### config.mk
export PLATFORM = sky130hd
export DESIGN_NAME = cpu6502_core
export DESIGN_NICKNAME = d
export VERILOG_FILES = /design/src/rtl/cpu6502_pkg.sv /design/src/rtl/cpu6502_alu.sv /design/src/rtl/cpu6502_core.sv
export SDC_FILE = /design/constraint.sdc
export NUM_CORES = 1
export LEC_CHECK = 0
export CORE_ASPECT_RATIO = 0.75
export CORE_MARGIN = 2
export CORE_UTILIZATION = 60
export DETAILED_ROUTE_END_ITERATION = 8
export PLACE_DENSITY = 0.91
export SETUP_SLACK_MARGIN = 0.15
export SKIP_CTS_REPAIR_TIMING = 1
export SYNTH_ARGS = -nofsm -noshare
export SYNTH_HDL_FRONTEND = slang
export SYNTH_HIERARCHICAL = 1
export SYNTH_SLANG_ARGS = --single-unit
### constraint.sdc
create_clock -name i_clk -period 6.41 [get_ports i_clk]
set_input_delay 1.282 -clock i_clk [delete_from_list [all_inputs] [get_ports i_clk]]
set_output_delay 1.282 -clock i_clk [all_outputs]
set_load 0.02 [all_outputs]
### src/rtl/cpu6502_pkg.sv
// Shared types for the reduced 6502 core: cycle states, addressing modes,
// operation classes, flag bit positions and the opcode decode table.
package cpu6502_pkg;

   typedef enum logic [2:0] {S_FETCH, S_ADL, S_ADH, S_IDX, S_PTRL, S_PTRH, S_EXEC, S_OP} state_t;
   typedef enum logic [3:0] {M_IMP, M_IMM, M_ZP, M_ZPX, M_ZPY, M_ABS, M_ABX, M_ABY, M_IZX, M_IZY} mode_t;
   typedef enum logic [2:0] {C_NOP, C_LD, C_ST, C_ADC, C_CLC, C_SEC} opcls_t;
   typedef enum logic [1:0] {R_A, R_X, R_Y} reg_t;

   typedef struct packed {
      mode_t  mode;
      opcls_t cls;
      reg_t   rg;
   } dec_t;

   localparam int FLG_C = 0;
   localparam int FLG_Z = 1;
   localparam int FLG_V = 2;
   localparam int FLG_N = 3;

   localparam logic [7:0] OP_LDA_IMM = 8'hA9, OP_LDA_ZP = 8'hA5, OP_LDA_ZPX = 8'hB5, OP_LDA_ABS = 8'hAD;
   localparam logic [7:0] OP_LDA_ABX = 8'hBD, OP_LDA_ABY = 8'hB9, OP_LDA_IZX = 8'hA1, OP_LDA_IZY = 8'hB1;
   localparam logic [7:0] OP_LDX_IMM = 8'hA2, OP_LDX_ZP = 8'hA6, OP_LDX_ZPY = 8'hB6, OP_LDX_ABS = 8'hAE;
   localparam logic [7:0] OP_LDX_ABY = 8'hBE;
   localparam logic [7:0] OP_LDY_IMM = 8'hA0, OP_LDY_ZP = 8'hA4, OP_LDY_ZPX = 8'hB4, OP_LDY_ABS = 8'hAC;
   localparam logic [7:0] OP_LDY_ABX = 8'hBC;
   localparam logic [7:0] OP_STA_ZP = 8'h85, OP_STA_ZPX = 8'h95, OP_STA_ABS = 8'h8D, OP_STA_ABX = 8'h9D;
   localparam logic [7:0] OP_STA_ABY = 8'h99, OP_STA_IZX = 8'h81, OP_STA_IZY = 8'h91;
   localparam logic [7:0] OP_STX_ZP = 8'h86, OP_STX_ZPY = 8'h96, OP_STX_ABS = 8'h8E;
   localparam logic [7:0] OP_STY_ZP = 8'h84, OP_STY_ZPX = 8'h94, OP_STY_ABS = 8'h8C;
   localparam logic [7:0] OP_ADC_IMM = 8'h69, OP_ADC_ZP = 8'h65, OP_ADC_ZPX = 8'h75, OP_ADC_ABS = 8'h6D;
   localparam logic [7:0] OP_ADC_ABX = 8'h7D, OP_ADC_ABY = 8'h79, OP_ADC_IZX = 8'h61, OP_ADC_IZY = 8'h71;
   localparam logic [7:0] OP_CLC = 8'h18, OP_SEC = 8'h38;

   function automatic dec_t decode(input logic [7:0] i_op);
      dec_t d;
      d = '{M_IMP, C_NOP, R_A};
      case (i_op)
         OP_LDA_IMM: d = '{M_IMM, C_LD, R_A};
         OP_LDA_ZP:  d = '{M_ZP,  C_LD, R_A};
         OP_LDA_ZPX: d = '{M_ZPX, C_LD, R_A};
         OP_LDA_ABS: d = '{M_ABS, C_LD, R_A};
         OP_LDA_ABX: d = '{M_ABX, C_LD, R_A};
         OP_LDA_ABY: d = '{M_ABY, C_LD, R_A};
         OP_LDA_IZX: d = '{M_IZX, C_LD, R_A};
         OP_LDA_IZY: d = '{M_IZY, C_LD, R_A};
         OP_LDX_IMM: d = '{M_IMM, C_LD, R_X};
         OP_LDX_ZP:  d = '{M_ZP,  C_LD, R_X};
         OP_LDX_ZPY: d = '{M_ZPY, C_LD, R_X};
         OP_LDX_ABS: d = '{M_ABS, C_LD, R_X};
         OP_LDX_ABY: d = '{M_ABY, C_LD, R_X};
         OP_LDY_IMM: d = '{M_IMM, C_LD, R_Y};
         OP_LDY_ZP:  d = '{M_ZP,  C_LD, R_Y};
         OP_LDY_ZPX: d = '{M_ZPX, C_LD, R_Y};
         OP_LDY_ABS: d = '{M_ABS, C_LD, R_Y};
         OP_LDY_ABX: d = '{M_ABX, C_LD, R_Y};
         OP_STA_ZP:  d = '{M_ZP,  C_ST, R_A};
         OP_STA_ZPX: d = '{M_ZPX, C_ST, R_A};
         OP_STA_ABS: d = '{M_ABS, C_ST, R_A};
         OP_STA_ABX: d = '{M_ABX, C_ST, R_A};
         OP_STA_ABY: d = '{M_ABY, C_ST, R_A};
         OP_STA_IZX: d = '{M_IZX, C_ST, R_A};
         OP_STA_IZY: d = '{M_IZY, C_ST, R_A};
         OP_STX_ZP:  d = '{M_ZP,  C_ST, R_X};
         OP_STX_ZPY: d = '{M_ZPY, C_ST, R_X};
         OP_STX_ABS: d = '{M_ABS, C_ST, R_X};
         OP_STY_ZP:  d = '{M_ZP,  C_ST, R_Y};
         OP_STY_ZPX: d = '{M_ZPX, C_ST, R_Y};
         OP_STY_ABS: d = '{M_ABS, C_ST, R_Y};
         OP_ADC_IMM: d = '{M_IMM, C_ADC, R_A};
         OP_ADC_ZP:  d = '{M_ZP,  C_ADC, R_A};
         OP_ADC_ZPX: d = '{M_ZPX, C_ADC, R_A};
         OP_ADC_ABS: d = '{M_ABS, C_ADC, R_A};
         OP_ADC_ABX: d = '{M_ABX, C_ADC, R_A};
         OP_ADC_ABY: d = '{M_ABY, C_ADC, R_A};
         OP_ADC_IZX: d = '{M_IZX, C_ADC, R_A};
         OP_ADC_IZY: d = '{M_IZY, C_ADC, R_A};
         OP_CLC:     d = '{M_IMP, C_CLC, R_A};
         OP_SEC:     d = '{M_IMP, C_SEC, R_A};
         default:    d = '{M_IMP, C_NOP, R_A};
      endcase
      return d;
   endfunction

endpackage

### src/rtl/cpu6502_alu.sv
// Combinational binary adder with 6502 N/V/Z/C flags. Loads pass through
// with i_a=0 and i_cin=0 so the same Z/N logic serves them.
module cpu6502_alu (
   input  logic [7:0] i_a,
   input  logic [7:0] i_op,
   input  logic       i_cin,
   output logic [7:0] o_res,
   output logic       o_c,
   output logic       o_v,
   output logic       o_z,
   output logic       o_n
);
   logic [8:0] w_sum;

   assign w_sum = {1'b0, i_a} + {1'b0, i_op} + {8'h00, i_cin};
   assign o_res = w_sum[7:0];
   assign o_c   = w_sum[8];
   // Overflow: operands agree in sign but the result does not
   assign o_v   = (i_a[7] == i_op[7]) && (w_sum[7] != i_a[7]);
   assign o_z   = (w_sum[7:0] == 8'h00);
   assign o_n   = w_sum[7];
endmodule

### src/rtl/cpu6502_core.sv
// Reduced NMOS-6502 core: one memory access per cycle, fixed cycle counts,
// loads/stores/ADC/CLC/SEC over the main addressing modes.
module cpu6502_core
   import cpu6502_pkg::*;
#(
   parameter logic [15:0] RESET_PC = 16'h0000
) (
   input  logic        i_clk,
   input  logic        i_reset,
   input  logic [7:0]  i_di,
   output logic [7:0]  o_do,
   output logic        o_we,
   output logic [15:0] o_ab
);
   state_t      r_state, w_next;
   logic [15:0] r_pc, r_ea;
   logic [7:0]  r_a, r_x, r_y, r_ir, r_ptr, r_do;
   logic [3:0]  r_p;
   logic        r_we;
   dec_t        w_dec;
   logic [7:0]  w_idx, w_src, w_alu_a, w_res;
   logic        w_cin, w_c, w_v, w_z, w_n;

   // In FETCH the opcode is still on the bus, so decode it directly
   assign w_dec   = decode((r_state == S_FETCH) ? i_di : r_ir);
   assign w_idx   = (w_dec.mode inside {M_ZPY, M_ABY, M_IZY}) ? r_y : r_x;
   assign w_src   = (w_dec.rg == R_X) ? r_x : (w_dec.rg == R_Y) ? r_y : r_a;
   assign w_alu_a = (w_dec.cls == C_ADC) ? r_a : 8'h00;
   assign w_cin   = (w_dec.cls == C_ADC) && r_p[FLG_C];

   cpu6502_alu u_alu (
      .i_a(w_alu_a), .i_op(i_di), .i_cin(w_cin),
      .o_res(w_res), .o_c(w_c), .o_v(w_v), .o_z(w_z), .o_n(w_n)
   );

   always_comb begin
      w_next = S_FETCH;
      case (r_state)
         S_FETCH: w_next = (w_dec.mode inside {M_IMP, M_IMM}) ? S_OP : S_ADL;
         S_ADL: begin
            case (w_dec.mode)
               M_ZP:                 w_next = S_EXEC;
               M_ZPX, M_ZPY, M_IZX:  w_next = S_IDX;
               M_IZY:                w_next = S_PTRL;
               default:              w_next = S_ADH;
            endcase
         end
         S_ADH:   w_next = (w_dec.mode == M_ABS) ? S_EXEC : S_IDX;
         S_IDX:   w_next = (w_dec.mode == M_IZX) ? S_PTRL : S_EXEC;
         S_PTRL:  w_next = S_PTRH;
         S_PTRH:  w_next = (w_dec.mode == M_IZX) ? S_EXEC : S_IDX;
         default: w_next = S_FETCH;
      endcase
   end

   always_comb begin
      case (r_state)
         S_PTRL:  o_ab = {8'h00, r_ptr};
         S_PTRH:  o_ab = {8'h00, r_ptr + 8'd1};
         S_EXEC:  o_ab = r_ea;
         default: o_ab = r_pc;
      endcase
   end

   assign o_we = r_we;
   assign o_do = r_do;

   always_ff @(posedge i_clk or negedge i_reset) begin
      if (!i_reset) begin
         r_state <= S_FETCH;
         r_pc    <= RESET_PC;
         r_a     <= 8'h00;
         r_x     <= 8'h00;
         r_y     <= 8'h00;
         r_p     <= 4'h0;
         r_ir    <= 8'h00;
         r_ea    <= 16'h0000;
         r_ptr   <= 8'h00;
         r_we    <= 1'b0;
         r_do    <= 8'h00;
      end else begin
         r_state <= w_next;
         // Write strobe and data are set up one cycle ahead of the store EXEC
         r_we    <= (w_next == S_EXEC) && (w_dec.cls == C_ST);
         r_do    <= ((w_next == S_EXEC) && (w_dec.cls == C_ST)) ? w_src : 8'h00;
         case (r_state)
            S_FETCH: begin
               r_ir <= i_di;
               r_pc <= r_pc + 16'd1;
            end
            S_ADL: begin
               r_ea  <= {8'h00, i_di};
               r_ptr <= i_di;
               r_pc  <= r_pc + 16'd1;
            end
            S_ADH: begin
               r_ea[15:8] <= i_di;
               r_pc       <= r_pc + 16'd1;
            end
            S_IDX: begin
               case (w_dec.mode)
                  M_ZPX, M_ZPY: r_ea[7:0] <= r_ea[7:0] + w_idx;
                  M_IZX:        r_ptr     <= r_ptr + r_x;
                  default:      r_ea      <= r_ea + {8'h00, w_idx};
               endcase
            end
            S_PTRL: r_ea[7:0]  <= i_di;
            S_PTRH: r_ea[15:8] <= i_di;
            default: begin
               if (r_state == S_OP && w_dec.mode == M_IMM) r_pc <= r_pc + 16'd1;
               case (w_dec.cls)
                  C_LD: begin
                     case (w_dec.rg)
                        R_X:     r_x <= w_res;
                        R_Y:     r_y <= w_res;
                        default: r_a <= w_res;
                     endcase
                     r_p[FLG_Z] <= w_z;
                     r_p[FLG_N] <= w_n;
                  end
                  C_ADC: begin
                     r_a        <= w_res;
                     r_p[FLG_C] <= w_c;
                     r_p[FLG_V] <= w_v;
                     r_p[FLG_Z] <= w_z;
                     r_p[FLG_N] <= w_n;
                  end
                  C_CLC:   r_p[FLG_C] <= 1'b0;
                  C_SEC:   r_p[FLG_C] <= 1'b1;
                  default: ;
               endcase
            end
         endcase
      end
   end
endmodule

==> metrics.yaml, run 1 <==
rr_worst_depth: 22
setup_violations: 0
fin_util: 0.685
wire_per_inst_um: 21.0
power_frac_comb: 0.607
maxCapViolations: 0
syn_area_um2: 7030
io_buffers: 34
die_h_um: 97.7
avgSynthCellArea_um2: 9.01
grt_max_degree: 45
ant_nets: 0
grt_pass1_wl_um: 33300
use_met2: 0.485
drv_slew: 0
grt-ovfl-total: 0
crit_fanout: 6
post-dp-hpwl_um: 14900
rsz0062_at_grt: "no"
sw_frac_of_total: 0.487
fin_crit_ns: 5.87
use_met3: 0.108
finalSetupTns_ns: 0
worstPathRequired_ns: 6.64
diodes: 0
antenna_found_initial: 0
cts.htree.levels: 3
crit-reg2reg-capture: "r_ea[12]"
post-route-period-util: 0.916
grt_util_all_layers: 0.341
hold-path-cell-count: 1
io_pins: 35
final_nets: 854
die_w_um: 129
hold_start: "r_pc[7]"
crit_type: "in -> reg"
rr_startpoint: "r_state[1]"
core.rowCount: 34
top_usage_layer: "met1"
cellInternalPower_mw: 1.93
coreArea_um2: 11500
grt_pass1_vias: 6150
leakage_nw: 3.51
cts_tree: "built"
via_count: 6573
relSlewSlack: 0.263
end_kind: "flip-flop"
finalHoldViolations: 0
min_to: "r_pc[7]"
clkPwrFrac: 0.144
p_sw_mw: 1.83
ir_drop_uv: 234
syn2layout_area_growth_pct: 12.3
viasPerCell: 6.71
fmax_mhz: 170
min_path_type: "reg -> reg"
critPathLaunchType: "input pin"
drt-initial-drc-count: 935
seq_power_share: 0.249
routed_wl_um: 20600
cp_slowest_cell: "clkdlybuf4s50_1"
synthCells: 780
worstPathCellList: "clkdlybuf4s50_1 -> nand3b_1 -> or2_1 -> o22a_1 -> o221a_2 -> or2_1 -> nand2_2 -> xnor2_2 -> o22ai_4 -> mux2_2 -> ha_1 -> inv_1 -> fa_1 -> nor2b_1 -> o21ai_0 -> a21boi_0 -> o21ai_0 -> a21oi_1 -> and2_1 -> a21oi_1 -> o31ai_1 -> o21ai_1"
floorplan.initialDensity: 0.610
reg2reg_slack_ns: 0.98
place_congestion: 1.04
cts_buffer_depth: 2
cts.clk_slew.worst_paths_ns: 0.07
die_area_um2: 12600
outcome: "finished clean"
cts.sinks: 85
drt_pre_antenna_iters: 6
drive_gt1_frac: 0.170
synth.net_count: 821
grt_util_met1: 0.495
nFillCells: 872
crit_arrival_ns: 6.10
max_stage_delay_ns: 0.61
cts_made_buffers: 9
clock-root-buffer: "clkbuf_16"
fin_skew_ns: 0.00981
drc_errors: 0
insertion_delay_ns: 0.35
yosysWarnings: 6
tightest_slew_ns: 1.10
cellPowerDensity_nw_per_um2: 476
## final cells by class
type / instances / area (um2) / share of cell area
Clock buffer: 10 / 229 / 0.0290
Inverter: 42 / 158 / 0.0200
Multi-Input combinational cell: 614 / 4560 / 0.577
Timing Repair Buffer: 61 / 551 / 0.0697
Tap cell: 162 / 203 / 0.0257
Clock inverter: 6 / 71.3 / 0.00903
Sequential cell: 85 / 2130 / 0.269
## per-stage QoR
step | total power, mW | cell area [um2] | setup slack (ns) | hold slack, ns | instances
finish | 3.76 | 7890 | 0.540 | 0.502 | 980
global route | 3.98 | 7890 | 0.155 | 0.534 | 980
CTS | 3.68 | 7880 | 0.513 | 0.497 | 980
detailed placement | 3.11 | 7580 | 0.205 | 0.488 | 964
global placement | 3.07 | 7580 | 0.299 | 0.489 | 964
floorplan | 2.52 | 7030 | 1.15 | 0.457 | 780
## worst max-delay path, delay by kind of cell
family / cells / cell delay (ns)
AO/OA/AOI/OAI: 10 / 1.95
XOR/XNOR: 1 / 0.12
adder cells (fa/ha/maj): 2 / 0.56
buffers and inverters: 2 / 0.67
multiplexers: 1 / 0.21
AND/OR/NAND/NOR: 6 / 1.31
## registers in the layout (all words and copies together) (netlist names)
signal   count
r_p          1
r_ptr        8
r_ir         8
r_ea        16
o_do         8
r_y          8
r_a          8
r_pc        16
r_x          8
o_we         1
r_state      3
## worst max path at each step
stage / startpoint / endpoint / slack, ns / cells past startpoint
after floorplan: i_di[7] / r_ea[15] / 1.15 / 20
after global placement: i_di[6] / r_ea[10] / 0.30 / 22
after detailed placement: i_di[6] / r_ea[10] / 0.20 / 22
after CTS: i_di[6] / r_ea[10] / 0.51 / 22
after global routing: i_di[5] / r_ea[10] / 0.15 / 22
final: i_di[5] / r_ea[12] / 0.54 / 22
## placed cells by master, fill, tap and decap left out, types with 13 or more instances in the layout
cell type,instances
dfrtp_1,85
a21oi_1,61
xnor2_1,21
o21ai_0,36
nor3_1,16
mux2_4,16
clkdlybuf4s50_1,29
ha_1,27
o22ai_1,19
nand3_1,16
a22oi_1,15
buf_4,28
nand2_1,48
and2_1,13
mux2_2,31
inv_1,40
mux2i_1,21
nor2_1,63
o21ai_1,13
o31ai_1,13
## power groups by stage
| stage | Combinational (mW) | Clock [mW] | Sequential, mW |
|---|---|---|---|
| floorplan | 1.69 | 0 | 0.832 |
| global placement | 2.16 | 0 | 0.919 |
| detailed placement | 2.19 | 0 | 0.929 |
| CTS | 2.21 | 0.546 | 0.921 |
| global route | 2.45 | 0.567 | 0.956 |
| finish | 2.28 | 0.542 | 0.934 |
## layer usage
layer  wire length (um)  part of all wire
met2               8950              0.44
met1               8640              0.42
met4                582             0.028
met3               2390              0.12
met5                  0                 0
Note: power is estimated with default switching activity, not from simulation.
==> run 2: changes to the inputs <==
TNS_END_PERCENT = 30   (was unset)
==> results of run 2 <==
The final DEF is identical to that of run 1; final timing and power are the same.
==> run 3: changes to the inputs <==
clock period = 5.8 ns   (was 6.41 ns; I/O delays follow)
==> run 3 against run 2 <==
Against the previous run: core utilization up 2.6 points; worst hold slack worse by 0.0037 ns; combinational power is 17% higher; clock power up 26%; die area did not move; clock-buffer cell count is 1 higher; critical endpoint is now r_ea[10].
==> metrics.yaml, run 3 (synthesis results as in run 1) <==
crit-reg2reg-capture: "r_ea[10]"
leakage_nw: 3.68  # +4.8%
crit_family: "compound AO/OA/AOI/OAI gates"
setup_slack_ns: 0.408  # -0.132 ns
place_area_um2: 7780  # +2.7%
finalHoldViolations: 0  # unchanged
clock-root-buffer: "clkbuf_16"
cts.clk_slew.worst_paths_ns: 0.07  # about the same
syn2layout_area_growth_pct: 16.5
finalSetupTns_ns: 0  # unchanged
grt_max_degree: 50  # +11%
ir_drop_uv: 234  # +0.19%
cellPowerDensity_nw_per_um2: 536  # +13%
floorplan.initialDensity: 0.610  # unchanged
critPathLaunchType: "input pin"
total_power_mw: 4.39  # +17%
worstPathRequired_ns: 6.03  # -0.61 ns
rsz0062_at_grt: "no"
final_area_um2: 8190  # +3.7%
post-route-period-util: 0.930
grt_util_all_layers: 0.348  # +0.00685
crit_type: "in -> reg"
fin_crit_ns: 5.39
dp.cells: 990  # +2.7%
max_stage_delay_ns: 0.52  # -0.09 ns
fin_skew_ns: 0.00690  # -0.00291 ns
crit_fanout: 6  # unchanged
die_w_um: 129  # unchanged
final_cell_mix: "dfrtp_1 (85), nor2_1 (63), a21oi_1 (61)"
drive_gt1_frac: 0.205  # +0.0355
whs_ns: 0.498  # -0.00370 ns
seq_area_um2: 2130  # unchanged
wire_per_inst_um: 21.1  # +0.41%
relSlewSlack: 0.166  # -0.0973
grt-ovfl-total: 0  # unchanged
drt_pre_antenna_iters: 5  # -1
core.rowCount: 34  # unchanged
drc_errors: 0  # unchanged
ant_nets: 0  # unchanged
nFillCells: 834  # -4.4%
via_count: 6735  # +2.5%
place_congestion: 1.03  # -0.96%
cp_slowest_cell: "clkdlybuf4s50_1"
viasPerCell: 6.67  # -0.48%
grt_pass1_vias: 6366  # +3.5%
cts.sinks: 85  # unchanged
outcome: "finished clean"
tightest_slew_ns: 1.25  # +0.146 ns
coreArea_um2: 11500  # unchanged
cts.htree.levels: 3  # unchanged
min_path_type: "reg -> reg"
final_nets: 883  # +3.4%
maxCapViolations: 0  # unchanged
die_h_um: 97.7  # unchanged
layout_commonest_cell: "dfrtp_1"
rr_worst_depth: 21  # -4.5%
setup_violations: 0  # unchanged
cts_buffer_depth: 2  # unchanged
rr_startpoint: "r_state[1]"
worstPathCellList: "clkdlybuf4s50_1 -> nor3b_1 -> mux2i_2 -> o31ai_1 -> a22oi_4 -> o311a_2 -> xnor2_2 -> o22ai_4 -> mux2_2 -> ha_1 -> inv_1 -> fa_1 -> nor2b_1 -> o21ai_0 -> a21boi_1 -> o21ai_0 -> a21oi_1 -> and2_4 -> a21oi_1 -> o31ai_1 -> o21ai_1"
drt-initial-drc-count: 902  # -3.5%
crit_buf_inv: 2  # unchanged
antenna_found_initial: 1  # +1
fmax_mhz: 185
grt_pass1_wl_um: 34100  # +2.6%
crit_arrival_ns: 5.62  # -0.48 ns
hold-path-cell-count: 1  # unchanged
io_buffers: 34  # unchanged
fin_util: 0.710  # +0.0255
reg2reg_slack_ns: 0.92  # -0.06 ns
insertion_delay_ns: 0.35  # about the same
hold_start: "r_pc[7]"
drv_slew: 0  # unchanged
die_area_um2: 12600  # unchanged
end_kind: "flip-flop"
min_to: "r_pc[7]"
io_pins: 35  # unchanged
post-place-ws_ns: -0.117  # -0.322 ns
reg_top3: "r_ea (16), r_pc (16)"
multi_input_area_um2: 4580  # +0.49%
layout.cells.non_filler: 1009  # +3.0%
diodes: 0  # unchanged
cts_made_buffers: 9  # unchanged
cts_tree: "built"
post-dp-hpwl_um: 15300  # +2.8%
routed_wl_um: 21300  # +3.4%
==> run 3: cell types whose count changed in the layout (fill, tap and decap cells not counted), sizes merged <==
cell | before | now
bufinv | 1 | 2
clkinvlp | 1 | 0
clkinv | 3 | 1
clkbuf | 10 | 11
inv | 43 | 44
buf | 28 | 57
==> run 3: worst max-delay path by stage <==
stage	to	from	cells after the start
3_5_place_dp	r_ea[12]	i_di[3]	21
6_report	r_ea[10]	i_di[7]	21
5_1_grt	r_ea[14]	i_di[1]	22
4_1_cts	r_ea[12]	i_di[3]	21
2_1_floorplan	r_ea[15]	i_di[7]	20
3_3_place_gp	r_ea[12]	i_di[3]	21
==> run 3: final cells by class <==
class | instances | area share
inverter | 42 | 0.0193
sequential | 85 | 0.260
clock buffer | 11 | 0.0309
multi-input combinational | 614 | 0.559
clock inverter | 5 | 0.0108
timing repair buffer | 90 | 0.0954
tap | 162 | 0.0248
==> run 3: worst reg2reg max path, cell delays in order, from the launching register on <==
cell      delay [ns]
dfrtp_1         0.40
or3_1           0.42
buf_12          0.19
or4_4           0.53
nand2_1         0.15
a21oi_2         0.11
o311a_2         0.39
xnor2_2         0.20
o22ai_4         0.13
mux2_2          0.25
ha_1            0.16
inv_1           0.06
fa_1            0.37
nor2b_1         0.11
o21ai_0         0.11
a21boi_1        0.19
o21ai_0         0.12
a21oi_1         0.21
and2_4          0.21
a21oi_1         0.08
o31ai_1         0.26
o21ai_1         0.09
==> run 3: routing by layer <==
layer  GRT usage  wire length (um)
met5           0                11
met4       0.104               597
met3       0.107              2490
met2       0.503              9070
met1       0.503              9080
==> run 3: where the power goes <==
part / switching, mW / internal, mW / total, mW / leakage (nW)
logic: 1.54 / 1.11 / 2.66 / 2.44
registers: 0.273 / 0.778 / 1.05 / 1.06
clock network: 0.273 / 0.408 / 0.681 / 0.169
total: 2.09 / 2.30 / 4.39 / 3.68
